### src/rtl/reset_release_seq_pkg.sv
`default_nettype none
`timescale 1ns/1ps
// reset_release_seq_pkg: state encoding, counter width and a saturating increment.
// Revision 1.0
package reset_release_seq_pkg;

  localparam int CNT_W = 16;

  typedef enum logic [2:0] {
    HOLD    = 3'd0,
    GAP     = 3'd1,
    RELEASE = 3'd2,
    RUN     = 3'd3,
    FLT     = 3'd4
  } state_e;

  function automatic logic [CNT_W-1:0] sat_inc(input logic [CNT_W-1:0] v);
    return (v == {CNT_W{1'b1}}) ? v : v + CNT_W'(1);
  endfunction

endpackage
`default_nettype wire

### src/rtl/reset_release_seq_sync_2ff.sv
`default_nettype none
`timescale 1ns/1ps
// sync_2ff: two-flop synchronizer, async active-high reset to zero.
// Revision 1.0
module sync_2ff #(
  parameter int WIDTH = 1
) (
  input  logic             clk_i,
  input  logic             rst_i,
  input  logic [WIDTH-1:0] d_i,
  output logic [WIDTH-1:0] q_o
);

  logic [WIDTH-1:0] meta_q;
  logic [WIDTH-1:0] sync_q;

  always_ff @(posedge clk_i or posedge rst_i) begin
    if (rst_i) begin
      meta_q <= '0;
      sync_q <= '0;
    end else begin
      meta_q <= d_i;
      sync_q <= meta_q;
    end
  end

  assign q_o = sync_q;

endmodule
`default_nettype wire

### src/rtl/reset_release_seq.sv
`default_nettype none
`timescale 1ns/1ps
// reset_release_seq: releases P_DOMAINS resets in order, waiting for each READY.
// Revision 1.0
module reset_release_seq
  import reset_release_seq_pkg::*;
#(
  parameter int P_DOMAINS = 4,
  parameter int P_DELAY   = 16,
  parameter int P_TIMEOUT = 255
) (
  input  logic                         CLOCK,
  input  logic                         RESET,
  input  logic                         RESET_REQ,
  input  logic [P_DOMAINS-1:0]         READY,
  output logic [P_DOMAINS-1:0]         RESET_OUT_N,
  output logic                         DONE,
  output logic                         FAULT,
  output logic [$clog2(P_DOMAINS)-1:0] FAULT_IDX
);

  localparam int                 IW         = $clog2(P_DOMAINS);
  localparam logic [CNT_W-1:0]   DELAY_M1   = CNT_W'(P_DELAY - 1);
  localparam logic [CNT_W-1:0]   TIMEOUT_M1 = CNT_W'(P_TIMEOUT - 1);
  localparam logic [IW-1:0]      LAST_IDX   = IW'(P_DOMAINS - 1);
  localparam logic [P_DOMAINS-1:0] ONE      = {{(P_DOMAINS-1){1'b0}}, 1'b1};

  logic                 req_s;
  logic [P_DOMAINS-1:0] rdy_s;

  state_e               state_q, state_d;
  logic [IW-1:0]        idx_q, idx_d;
  logic [CNT_W-1:0]     cnt_q, cnt_d;
  logic [P_DOMAINS-1:0] rst_n_q, rst_n_d;
  logic                 done_q, done_d;
  logic                 fault_q, fault_d;
  logic [IW-1:0]        fidx_q, fidx_d;

  logic [P_DOMAINS-1:0] rel_mask;
  logic                 loss_any;
  logic [IW-1:0]        loss_idx;

  sync_2ff #(.WIDTH(1)) u_sync_req (
    .clk_i (CLOCK),
    .rst_i (RESET),
    .d_i   (RESET_REQ),
    .q_o   (req_s)
  );

  sync_2ff #(.WIDTH(P_DOMAINS)) u_sync_rdy (
    .clk_i (CLOCK),
    .rst_i (RESET),
    .d_i   (READY),
    .q_o   (rdy_s)
  );

  // Domains below idx are already up; in RUN every domain is watched.
  always_comb begin
    rel_mask = '0;
    loss_any = 1'b0;
    loss_idx = '0;
    for (int k = P_DOMAINS - 1; k >= 0; k--) begin
      rel_mask[k] = (state_q == RUN) ||
                    (((state_q == GAP) || (state_q == RELEASE)) && (idx_q > k[IW-1:0]));
      if (rel_mask[k] && !rdy_s[k]) begin
        loss_any = 1'b1;
        loss_idx = k[IW-1:0];
      end
    end
  end

  always_comb begin
    state_d = state_q;
    idx_d   = idx_q;
    cnt_d   = cnt_q;
    rst_n_d = rst_n_q;
    done_d  = done_q;
    fault_d = fault_q;
    fidx_d  = fidx_q;
    case (state_q)
      HOLD: begin
        rst_n_d = '0;
        done_d  = 1'b0;
        idx_d   = '0;
        cnt_d   = '0;
        if (!req_s) state_d = GAP;
      end
      GAP, RELEASE, RUN: begin
        // Soft request beats READY loss, which in turn beats timeout.
        if (req_s) begin
          state_d = HOLD;
          rst_n_d = '0;
          done_d  = 1'b0;
          idx_d   = '0;
          cnt_d   = '0;
        end else if (loss_any) begin
          state_d = FLT;
          rst_n_d = '0;
          done_d  = 1'b0;
          fault_d = 1'b1;
          fidx_d  = loss_idx;
        end else if (state_q == GAP) begin
          if (cnt_q == DELAY_M1) begin
            state_d = RELEASE;
            cnt_d   = '0;
            rst_n_d = rst_n_q | (ONE << idx_q);
          end else begin
            cnt_d = sat_inc(cnt_q);
          end
        end else if (state_q == RELEASE) begin
          if (rdy_s[idx_q]) begin
            cnt_d = '0;
            if (idx_q == LAST_IDX) begin
              state_d = RUN;
              done_d  = 1'b1;
            end else begin
              state_d = GAP;
              idx_d   = idx_q + IW'(1);
            end
          end else if (cnt_q == TIMEOUT_M1) begin
            state_d = FLT;
            rst_n_d = '0;
            fault_d = 1'b1;
            fidx_d  = idx_q;
          end else begin
            cnt_d = sat_inc(cnt_q);
          end
        end
      end
      FLT: begin
        rst_n_d = '0;
        done_d  = 1'b0;
        fault_d = 1'b1;
        if (req_s) begin
          state_d = HOLD;
          fault_d = 1'b0;
          fidx_d  = '0;
        end
      end
      default: begin
        state_d = HOLD;
        idx_d   = '0;
        cnt_d   = '0;
        rst_n_d = '0;
        done_d  = 1'b0;
        fault_d = 1'b0;
        fidx_d  = '0;
      end
    endcase
  end

  always_ff @(posedge CLOCK or posedge RESET) begin
    if (RESET) begin
      state_q <= HOLD;
      idx_q   <= '0;
      cnt_q   <= '0;
      rst_n_q <= '0;
      done_q  <= 1'b0;
      fault_q <= 1'b0;
      fidx_q  <= '0;
    end else begin
      state_q <= state_d;
      idx_q   <= idx_d;
      cnt_q   <= cnt_d;
      rst_n_q <= rst_n_d;
      done_q  <= done_d;
      fault_q <= fault_d;
      fidx_q  <= fidx_d;
    end
  end

  assign RESET_OUT_N = rst_n_q;
  assign DONE        = done_q;
  assign FAULT       = fault_q;
  assign FAULT_IDX   = fidx_q;

endmodule
`default_nettype wire

### config.mk
export PLATFORM = sky130hd
export DESIGN_NAME = reset_release_seq
export DESIGN_NICKNAME = d
export VERILOG_FILES = /design/src/rtl/reset_release_seq_pkg.sv /design/src/rtl/reset_release_seq_sync_2ff.sv /design/src/rtl/reset_release_seq.sv
export SDC_FILE = /design/constraint.sdc
export NUM_CORES = 1
export LEC_CHECK = 0
export ABC_AREA = 1
export BUFFER_PORTS_ARGS = -buffer_cell sky130_fd_sc_hd__buf_2
export CORE_UTILIZATION = 50
export DETAILED_ROUTE_END_ITERATION = 12
export GPL_TIMING_DRIVEN = 1
export PLACE_DENSITY = 0.67
export SKIP_CTS_REPAIR_TIMING = 1
export SLEW_MARGIN = 20
export SYNTH_ARGS = -nofsm -noshare
export SYNTH_HDL_FRONTEND = slang
export SYNTH_SLANG_ARGS = --single-unit
### constraint.sdc
create_clock -name CLOCK -period 3.6 [get_ports CLOCK]
set_input_delay 0.36 -clock CLOCK [delete_from_list [all_inputs] [get_ports CLOCK]]
set_output_delay 0.36 -clock CLOCK [all_outputs]
set_load 0.1 [all_outputs]
==> qor.tcl <==
set qor(cts_sinks) 39
set qor(routed_wl_um) 5920
set qor(finalWeightedCongestion) 0.924
set qor(async_flop_share_pct) 100
set qor(cts.reportedPaths.clkPinSlew_ps) 80
set qor(post_drt_wl_per_cell_um) 13.7
set qor(grt_setup_unrepaired) {no}
set qor(critical_path.cell_chain) {inv_1 > ha_1 > inv_1 > nand2_1 > nand2_1 > nand2_1 > nand2_2 > nor2_4 > o21ai_4 > inv_4 > nand3_1 > o21ai_2}
set qor(synthesis.instances) 350
set qor(maxCapViolations) 0
set qor(post_synth.cell_area_avg_um2) 7.49
set qor(ys_seq_area_share_pct) 37.2
set qor(vdd.ir_drop.worst_v) 0.000379
set qor(io_pins) 15
set qor(io_buffers) 14
set qor(post_synth_num_cell_types) 36
set qor(min_path_cells) 1
set qor(postRouteAntennaNets) 0
set qor(post_synthesis_sequential_element_count) 39
set qor(routed-via-count) 2299
set qor(fin_crit_ps) 2250
set qor(final_layout_size_suffix_gt1_share_pct) 17.3
set qor(r2r_startpoint) {idx_q[0]}
set qor(grt_first_pass_wirelength_um) 10200
set qor(die_h_um) 74.4
set qor(worst-setup-path-type) {flop to flop}
set qor(placedCellCount) 424
set qor(worstHoldPathType) {primary input to flop}
set qor(floorplan.initialDensity_pct) 53.7
set qor(clock_tree.root_cell) {clkbuf_8}
set qor(post_synth_edffs) 0
set qor(mostFrequentLayoutCell) {nand2_1}
set qor(finalWorstSetupSlack_ps) 1350
set qor(cp.arrival_ps) 2480
set qor(end_kind) {flop}
set qor(slew_headroom_pct) 60.0
set qor(die_width_um) 74.4
set qor(groute.usage.overall_pct) 24.2
set qor(worst_r2r_path_depth) 12
set qor(cts_buffer_depth) 2
set qor(most-common-layout-cells) {nand2_1 (94), dfrtp_1 (39), inv_1 (36)}
set qor(dominantRegCellSynth) {dfrtp_1}
set qor(cts_buffers) 5
set qor(timing_max_transition_violations_final) 0
set qor(post-route-util_pct) 58.3
set qor(final_min_period_over_clock_period_pct) 62.4
set qor(grt_start_max_net_pins) 40
set qor(place_worst_setup_slack_ps) 1370
set qor(worst_pin_slew_ps) 593
set qor(core_region_um2) 4880
set qor(worstPathBufferInverterCount) 3
set qor(insertedDiodeCount) 0
set qor(flow.area_growth_from_synthesis_pct) 8.50
set qor(hpwlAfterDp_um) 4350
set qor(power_per_cell_area_nw_per_um2) 704
set qor(drtPass1Iterations) 4
set qor(crit_path_max_incr_delay_ps) 440
set qor(setup_violations) 0
set qor(tritoncts) {yes}
set qor(globalRoute.totalOverflow) 0
set qor(status) {completed}
set qor(finClkSkew_ps) 3.56
set qor(rrSetupSlack_ps) 1350
set qor(hold_path_end) {u_sync_rdy.meta_q[1]}
set qor(finalSetupTns_ps) 0
set qor(yosys_warnings) 0
set qor(clock_insertion_delay_worst_skew_ps) 300
set qor(initialDrtViolationCount) 175
set qor(grt_pass1_vias) 2179
set qor(static-leakage-power_nw) 1.41
set qor(critical_path.slowest_cell) {dfrtp_1}
set qor(path_common_cell) {nand2_1}
set qor(hold_violations) 0
set qor(critical_path_peak_fanout) 17
set qor(synthesized_nets) 364
set qor(drt-vias-per-instance) 5.32
set qor(antenna_found_initial) 0
set qor(achievable-frequency_mhz) 445
set qor(syn_area_um2) 2620
set qor(top_cell_family_by_delay_on_the_critical_path) {simple AND/OR/NAND/NOR gates}
set qor(num_rows) 25
set qor(finish.net_count) 378
set qor(crit_path_required_time_ps) 3830
set qor(final_cells) 432
set qor(crit_path_start_kind) {flop}
set qor(post-route-drc-count) 0
set qor(ctsHtreeMaxLevel) 2
set qor(area_enclosed_by_the_die_boundary_um2) 5540
set qor(worst_r2r_endpoint) {cnt_q[12]}
set qor(worstHoldStart) {READY[1]}
==> layout make-up <==
class	count	area (µm²)
clock buffer	5	68.8
clock inverter	3	43.8
fill	478	2040
inverter	43	164
multi-input combinational	259	1420
sequential	39	976
tap	67	83.8
timing repair buffer	16	85.1
==> worst reg2reg max path, delay by kind of cell, from the launching register on <==
family                     cells  cell delay, ps
DFF                            1             440
adders and majority gates      1             230
buffers and inverters          3             470
and+or+nand+nor                6             770
AOI/OAI and AO/OA              2             260
==> through the flow <==
step | instance area (µm²) | power, mW | hold slack, ps
floorplan | 2620 | 1.46 | 331
global placement | 2730 | 1.61 | 331
detailed placement | 2730 | 1.63 | 336
CTS | 2840 | 2.01 | 157
global route | 2840 | 2.15 | 153
finish | 2840 | 2.00 | 163
==> cell usage after synthesis (5+ instances only) <==
master / count / area share, %
nand4_1: 8 / 1.9
nand2_1: 94 / 13
nor2_1: 27 / 3.9
ha_1: 7 / 3.3
inv_1: 36 / 5.2
nand3_1: 18 / 3.4
dfrtp_1: 39 / 37
o21ai_0: 19 / 3.6
nand2_2: 8 / 1.9
o2111ai_1: 5 / 1.7
xor2_1: 11 / 3.7
a21oi_1: 7 / 1.3
inv_2: 6 / 0.86
o21ai_1: 12 / 2.3
o21ai_2: 7 / 2.3
nor3_1: 14 / 2.7
==> layer usage <==
metal	wire length [µm]	GRT usage [%]	share of wire (%)
met4	62	6.50	1.0
met1	2980	36.3	50
met5	0	0	0
met2	2580	36.0	44
met3	297	4.07	5.0
==> where the power goes <==
group	switching, mW	internal [mW]
logic	0.792	0.262
clock network	0.168	0.206
registers	0.0738	0.502
==> state kept, by name, indices dropped and copies added (netlist names), 2 cells and up <==
register	flops
u_sync_rdy.q_o	4
RESET_OUT_N	4
cnt_q	16
state_q	3
u_sync_rdy.meta_q	4
idx_q	2
FAULT_IDX	2
==> logic make-up after synthesis <==
group	share of synthesized area, %
compound gates	13.5
xor+xnor	4.01
fa+ha+maj	3.34
buf+inv	8.50
flops	37.2
simple gates	33.5
==> worst max-delay path by stage <==
stage	from	to	slack, ps	cells past startpoint
after floorplan	idx_q[1]	FAULT_IDX[0]	1880	13
after global placement	u_sync_req.q_o	cnt_q[12]	1450	10
after detailed placement	idx_q[0]	cnt_q[7]	1370	11
after CTS	idx_q[0]	cnt_q[12]	1350	12
after global routing	idx_q[0]	cnt_q[7]	1130	12
final	idx_q[0]	cnt_q[12]	1350	12
No activity file was read; power rests on OpenSTA's default activity.
